==> config.mk <==
export PLATFORM = sky130hd
export DESIGN_NAME = led_frame_receiver
export DESIGN_NICKNAME = d
export VERILOG_FILES = /design/src/rtl/led_frame_receiver_pkg.sv /design/src/rtl/spi_input_sync.sv /design/src/rtl/led_frame_receiver.sv
export SDC_FILE = /design/constraint.sdc
export NUM_CORES = 1
export LEC_CHECK = 0
export ABC_AREA = 1
export ABC_CLOCK_PERIOD_IN_PS = 1650
export CORE_UTILIZATION = 50
export CTS_CLUSTER_DIAMETER = 200
export DETAILED_ROUTE_END_ITERATION = 7
export GPL_TIMING_DRIVEN = 1
export PLACE_DENSITY = 0.74
export SLEW_MARGIN = 10
export SYNTH_ARGS = -nofsm -noshare
export SYNTH_HDL_FRONTEND = slang
export SYNTH_SLANG_ARGS = --single-unit
==> constraint.sdc <==
create_clock -name clock -period 1.65 [get_ports clock]
set_input_delay 0.33 -clock clock [delete_from_list [all_inputs] [get_ports clock]]
set_output_delay 0.33 -clock clock [all_outputs]
set_load 0.05 [all_outputs]
==> src/rtl/led_frame_receiver_pkg.sv <==
// Shared constants and receiver state encoding for the SPI LED frame receiver.
package led_frame_receiver_pkg;

  localparam logic [7:0] CMD_RESET_FRAME_INDEX = 8'h26;
  localparam int         PIXEL_COUNT           = 64;
  localparam logic [5:0] PIXEL_MAX             = 6'h3f;

  typedef enum logic [1:0] {
    IDLE   = 2'd0,
    FIRST  = 2'd1,
    HOLD   = 2'd2,
    STREAM = 2'd3
  } rx_state_t;

endpackage

==> src/rtl/spi_input_sync.sv <==
// Synchronises sclk/mosi/n_cs through identical flop chains and flags sclk/n_cs edges.
module spi_input_sync #(
  parameter int SYNC_STAGES = 2
) (
  input  logic clock,
  input  logic reset_async,
  input  logic sclk,
  input  logic mosi,
  input  logic n_cs,
  output logic mosi_sync,
  output logic cs_active,
  output logic sclk_rise,
  output logic cs_fall,
  output logic cs_rise
);

  logic [SYNC_STAGES-1:0] sclk_sr, mosi_sr, cs_sr;
  logic sclk_prev, cs_prev;

  always_ff @(posedge clock or posedge reset_async) begin
    if (reset_async) begin
      sclk_sr   <= '0;
      mosi_sr   <= '0;
      cs_sr     <= '1;
      sclk_prev <= 1'b0;
      cs_prev   <= 1'b1;
    end else begin
      sclk_sr   <= {sclk_sr[SYNC_STAGES-2:0], sclk};
      mosi_sr   <= {mosi_sr[SYNC_STAGES-2:0], mosi};
      cs_sr     <= {cs_sr[SYNC_STAGES-2:0], n_cs};
      sclk_prev <= sclk_sr[SYNC_STAGES-1];
      cs_prev   <= cs_sr[SYNC_STAGES-1];
    end
  end

  assign mosi_sync = mosi_sr[SYNC_STAGES-1];
  assign cs_active = ~cs_sr[SYNC_STAGES-1];
  assign sclk_rise = sclk_sr[SYNC_STAGES-1] & ~sclk_prev;
  assign cs_fall   = cs_prev & ~cs_sr[SYNC_STAGES-1];
  assign cs_rise   = ~cs_prev & cs_sr[SYNC_STAGES-1];

endmodule

==> src/rtl/led_frame_receiver.sv <==
// SPI-fed 8x8 LED frame receiver: decodes chip-select windows into pixel writes or an index reset command.
module led_frame_receiver
  import led_frame_receiver_pkg::*;
#(
  parameter int SYNC_STAGES = 2
) (
  input  logic       clock,
  input  logic       reset_async,
  input  logic       sclk,
  input  logic       mosi,
  input  logic       n_cs,
  input  logic       err_clear,
  output logic       pix_valid,
  output logic [5:0] pix_addr,
  output logic [7:0] pix_data,
  output logic       frame_done,
  output logic       cmd_seen,
  output logic       overrun,
  output logic       byte_err
);

  localparam int IDX_W = $clog2(PIXEL_COUNT);

  logic mosi_sync, cs_active, sclk_rise, cs_fall, cs_rise;

  spi_input_sync #(.SYNC_STAGES(SYNC_STAGES)) u_sync (
    .clock       (clock),
    .reset_async (reset_async),
    .sclk        (sclk),
    .mosi        (mosi),
    .n_cs        (n_cs),
    .mosi_sync   (mosi_sync),
    .cs_active   (cs_active),
    .sclk_rise   (sclk_rise),
    .cs_fall     (cs_fall),
    .cs_rise     (cs_rise)
  );

  rx_state_t        state, state_next;
  logic [7:0]       shift, held;
  logic [2:0]       bit_cnt;
  logic             byte_done, pend, full;
  logic [IDX_W-1:0] idx;

  logic       wr_req, cmd, hold_load, pend_load;
  logic [7:0] wr_data;
  logic       do_wr, ov_set, be_set;
  logic [7:0] wdata;

  always_ff @(posedge clock or posedge reset_async) begin
    if (reset_async) state <= IDLE;
    else             state <= state_next;
  end

  always_comb begin
    state_next = state;
    wr_req     = 1'b0;
    wr_data    = shift;
    cmd        = 1'b0;
    hold_load  = 1'b0;
    pend_load  = 1'b0;
    unique case (state)
      IDLE:   if (cs_fall) state_next = FIRST;
      FIRST: begin
        if (byte_done) begin
          hold_load  = 1'b1;
          state_next = HOLD;
        end else if (cs_rise) begin
          state_next = IDLE;
        end
      end
      HOLD: begin
        // Second byte proves this is a pixel stream: flush the held byte now, the new one next cycle.
        if (byte_done) begin
          wr_req     = 1'b1;
          wr_data    = held;
          pend_load  = 1'b1;
          state_next = STREAM;
        end else if (cs_rise) begin
          if (held == CMD_RESET_FRAME_INDEX) cmd = 1'b1;
          else begin
            wr_req  = 1'b1;
            wr_data = held;
          end
          state_next = IDLE;
        end
      end
      STREAM: begin
        if (byte_done)    wr_req     = 1'b1;
        else if (cs_rise) state_next = IDLE;
      end
      default: state_next = IDLE;
    endcase
  end

  // The pending byte stays in the shift register: the next sclk rise is several clocks away.
  assign do_wr  = wr_req | pend;
  assign wdata  = pend ? shift : wr_data;
  assign ov_set = do_wr & full & ~cmd;
  assign be_set = cs_rise & (bit_cnt != 3'd0);

  always_ff @(posedge clock or posedge reset_async) begin
    if (reset_async) begin
      shift      <= '0;
      bit_cnt    <= '0;
      byte_done  <= 1'b0;
      held       <= '0;
      pend       <= 1'b0;
      idx        <= '0;
      full       <= 1'b0;
      pix_valid  <= 1'b0;
      pix_addr   <= '0;
      pix_data   <= '0;
      frame_done <= 1'b0;
      cmd_seen   <= 1'b0;
      overrun    <= 1'b0;
      byte_err   <= 1'b0;
    end else begin
      pix_valid  <= 1'b0;
      frame_done <= 1'b0;
      cmd_seen   <= cmd;
      byte_done  <= sclk_rise & cs_active & ~cs_fall & (bit_cnt == 3'd7);
      pend       <= pend_load;
      if (cs_fall) begin
        bit_cnt <= '0;
      end else if (sclk_rise && cs_active) begin
        shift   <= {shift[6:0], mosi_sync};
        bit_cnt <= bit_cnt + 3'd1;
      end
      if (hold_load) held <= shift;
      if (cmd) begin
        idx  <= '0;
        full <= 1'b0;
      end else if (do_wr && !full) begin
        pix_valid <= 1'b1;
        pix_addr  <= idx;
        pix_data  <= wdata;
        idx       <= idx + 6'd1;
        if (idx == PIXEL_MAX) begin
          frame_done <= 1'b1;
          full       <= 1'b1;
        end
      end
      overrun  <= ov_set | (overrun & ~err_clear);
      byte_err <= be_set | (byte_err & ~err_clear);
    end
  end

endmodule

==> key figures <==
CTS
  • Post-CTS setup buffers: 0
  • Clock-pin slew on the worst setup and hold paths: 0.06 ns
  • Worst skew pair latency: 0.34 ns
  • Number of buffers added to fix hold violations after cts: 0
  • H-tree level count: 3
  • Clock buffer depth: 2
  • Root cell of the clock tree: sky130_fd_sc_hd__clkbuf_8
  • Number of clock buffers inserted by TritonCTS: 9
  • Clock tree from TritonCTS: done
  • Clk sink count: 57

Routing
  • Number of optimization iterations in the first detailed-route pass: 4
  • Average wire per standard cell: 11.88 µm
  • Final Routed Wirelength: 4.323 mm
  • Count of vias placed by the detailed router: 1784
  • Iteration-0 DRC count of the detailed router: 121
  • Post-detailed-route DRC marker count: 0
  • Post-DRT Antenna Nets: 0
  • Via density per instance: 4.901

Floorplan
  • DIE AREA: 5102 µm²
  • # IOs: 25
  • Core outline area: 4504 µm²
  • Number of placement rows: 24
  • Die W: 71.43 µm
  • Die height: 71.43 µm
  • Effective utilization at floorplan: 53.50%

Global route
  • GRT Resource Usage Total: 19.60%
  • Pin count of the biggest net entering global routing: 29
  • Initial antenna violation count: 0
  • Number of global-route vias before repair: 1644
  • Global-route congestion overflow total: 0
  • Wire length of the first global-routing pass: 7.403 mm

Status
  • Status: finished, final reports clean

Yosys
  • Portion of the post-synthesis area used by sequential elements: 59.35%
  • Warnings from Yosys: 0
  • Post-synthesis cell count: 272
  • Proportion of register bits with asynchronous set or reset after synthesis: 100.0%
  • Cell taking the most area after synthesis: sky130_fd_sc_hd__dfrtp_1
  • Post-synthesis sequential element count: 57
  • Synthesized area per cell: 8.860 µm²
  • Most frequent cell after synthesis: sky130_fd_sc_hd__nand2_1
  • Top area cells in the synthesized netlist: sky130_fd_sc_hd__dfrtp_1 (56%), sky130_fd_sc_hd__nand2_1 (16%), sky130_fd_sc_hd__o21ai_0 (5.8%)
  • Ranking of synthesized cells by instance count: sky130_fd_sc_hd__nand2_1 (102), sky130_fd_sc_hd__dfrtp_1 (54), sky130_fd_sc_hd__inv_1 (34)
  • Number of enable-type register cells in the synthesized netlist: 0
  • Syn_nets: 282
  • Cell variety after synth: 24
  • Yosys top cell area share: 56.07%
  • Post-synth top flop: sky130_fd_sc_hd__dfrtp_1
  • Cell area after technology mapping: 2410 µm²

STA
  • Worst slew pin tran: 0.4409 ns
  • Tcrit/Tclk final: 93.02%
  • Final critical delay including setup and external delays: 1.535 ns
  • Fin. Hold Viols: 0
  • Worst Setup Slack, final: 0.1152 ns
  • Relative slew slack: 70.57%
  • RSZ-0062 raised after global routing: no
  • Worst clock skew: 0.009466 ns
  • Max Freq: 651.5 MHz
  • Setup-violating endpoint count in the final report: 0
  • Total count of max-transition violations in the final report: 0
  • Fin Setup TNS: 0 ns

Final layout
  • Number of nets in the layout: 317
  • Total inserted antenna cells: 0
  • Non-Filler Instances: 364
  • Synthesis-to-finish area growth: 20.51%
  • Fraction of final layout cells sized beyond drive strength 1: 16.99%
  • Filler Cells Inserted: 379
  • Core occupancy in the finished layout: 64.47%

Pwr
  • Total power draw: 2937 µW
  • IR drop worst, VDD: 522.8 µV
  • Leakage power summed over all cells: 0.001527 µW
  • Power per unit of standard cell area: 1011 nW/µm²

Placement
  • Count of input and output buffers: 24
  • Number of placed instances with taps included: 348
  • RD Place Congestion: 0.8462
  • Worst setup timing slack at the placement stage: -0.004074 ns
  • Post-DP HPWL: 3.108 mm

Flow run
  • Number of violations of the max-capacitance limit: 0

Critical path
  • Data arrival time at the worst-slack endpoint: 1.75 ns
  • Crit Reg-Reg Startpoint: u_sync.cs_prev
  • Type of the setup path with the least slack: reg2reg
  • CP Launch Point: u_sync.cs_prev
  • Maximum fanout encountered on the critical timing path: 19
  • Critical path startpoint category: flip-flop
  • Worst Setup End Kind: flip-flop
  • CP Data Required Time: 1.87 ns

Min path
  • Kind of path behind the tightest hold check: in2async
[kinds of logic after synthesis]
group | after synthesis | synth area share [%]
buffers and inverters | 41 | 7.580
AOI/OAI and AO/OA | 33 | 7.113
and+or+nand+nor | 135 | 23.16
xor gates and xnor gates | 2 | 0.7270
adders and majority gates | 4 | 2.077
DFF | 57 | 59.35
[timing repair]
action / in CTS / in global routing
resized for setup: 1 / 6
setup endpoints to repair: 1 / 22
endpoints found under the hold margin: 0 / 0
[flip-flops by register name, indices dropped and copies added (netlist names), 3 cells and up]
signal / cells
bit_cnt: 3
pix_data: 8
shift: 8
pix_addr: 6
held: 8
idx: 6
[report_power, final]
part           switching, µW  leakage [µW]  internal [µW]
logic                    103      0.000657           57.6
clock network            512      0.000103            775
registers               39.0      0.000767           1450
total                    654       0.00153           2280
[cell type report]
cell class | instances | area, µm² | area share, %
flip-flops and latches | 57 | 1430 | 49.25
repair buffers | 29 | 259.0 | 8.919
multi-input cells | 174 | 807.0 | 27.79
clock buffers | 13 | 158.9 | 5.472
clock inverters | 3 | 40.04 | 1.379
inverters | 36 | 143.9 | 4.955
well taps | 52 | 65.06 | 2.240
[cell usage in the layout (no fill, tap or decap)]
| master | instances |
|---|---|
| sky130_fd_sc_hd__a21oi_1 | 2 |
| sky130_fd_sc_hd__dfrtp_1 | 54 |
| sky130_fd_sc_hd__nor2_4 | 1 |
| sky130_fd_sc_hd__a211oi_1 | 1 |
| sky130_fd_sc_hd__buf_12 | 2 |
| sky130_fd_sc_hd__xor2_1 | 2 |
| sky130_fd_sc_hd__o211ai_1 | 1 |
| sky130_fd_sc_hd__buf_4 | 21 |
| sky130_fd_sc_hd__nor2_2 | 2 |
| sky130_fd_sc_hd__inv_1 | 33 |
| sky130_fd_sc_hd__o22ai_1 | 1 |
| sky130_fd_sc_hd__nor2_1 | 11 |
| sky130_fd_sc_hd__nand3b_1 | 4 |
| sky130_fd_sc_hd__ha_1 | 4 |
| sky130_fd_sc_hd__dfstp_2 | 3 |
| sky130_fd_sc_hd__nand3_1 | 10 |
| sky130_fd_sc_hd__buf_6 | 1 |
| sky130_fd_sc_hd__nand4_1 | 1 |
| sky130_fd_sc_hd__nand2_1 | 100 |
| sky130_fd_sc_hd__nand3_2 | 1 |
| sky130_fd_sc_hd__nand2_2 | 4 |
| sky130_fd_sc_hd__clkinvlp_4 | 1 |
| sky130_fd_sc_hd__clkbuf_8 | 11 |
| sky130_fd_sc_hd__clkbuf_1 | 2 |
| sky130_fd_sc_hd__clkdlybuf4s50_1 | 5 |
| sky130_fd_sc_hd__o21ai_0 | 28 |
| sky130_fd_sc_hd__clkinv_2 | 2 |
| sky130_fd_sc_hd__inv_2 | 1 |
| sky130_fd_sc_hd__bufinv_16 | 1 |
| sky130_fd_sc_hd__inv_6 | 1 |
| sky130_fd_sc_hd__or2_2 | 1 |
[metal layers]
metal | wire, µm | track usage (%)
met1 | 2128 | 25.21
met2 | 1912 | 29.31
met3 | 193 | 7.595
met4 | 89 | 9.333
met5 | 0 | 0
[path summary, 6_finish.rpt]
kind / endpoint / slack (ns) / depth (start not counted)
min reg2reg: u_sync.sclk_sr[1] / 0.35 / 0
max reg2reg: pix_addr[1] / 0.12 / 8
min: held[2] / 0.32 / 2
max: pix_addr[1] / 0.12 / 8
max in group asynchronous: u_sync.cs_prev / 0.86 / 3
min in group clock: u_sync.sclk_sr[1] / 0.35 / 0
[critical path, cell delays in order, from the launching register on]
cell and delay, ns:
sky130_fd_sc_hd__dfstp_2 0.54, sky130_fd_sc_hd__inv_1 0.06, sky130_fd_sc_hd__nand2_2 0.11, sky130_fd_sc_hd__nor2_1 0.07, sky130_fd_sc_hd__nand2_2 0.15, sky130_fd_sc_hd__nand3_2 0.17
sky130_fd_sc_hd__buf_6 0.19, sky130_fd_sc_hd__nand2_1 0.06, sky130_fd_sc_hd__o21ai_0 0.08
[through the flow]
stage / area [µm²] / hold slack (ns)
global route: 2904 / 0.3301
CTS: 2888 / 0.3144
floorplan: 2414 / 0.3312
finish: 2904 / 0.3205
detailed placement: 2686 / 0.3381
global placement: 2686 / 0.3340
Note: power is estimated with default switching activity, not from simulation.
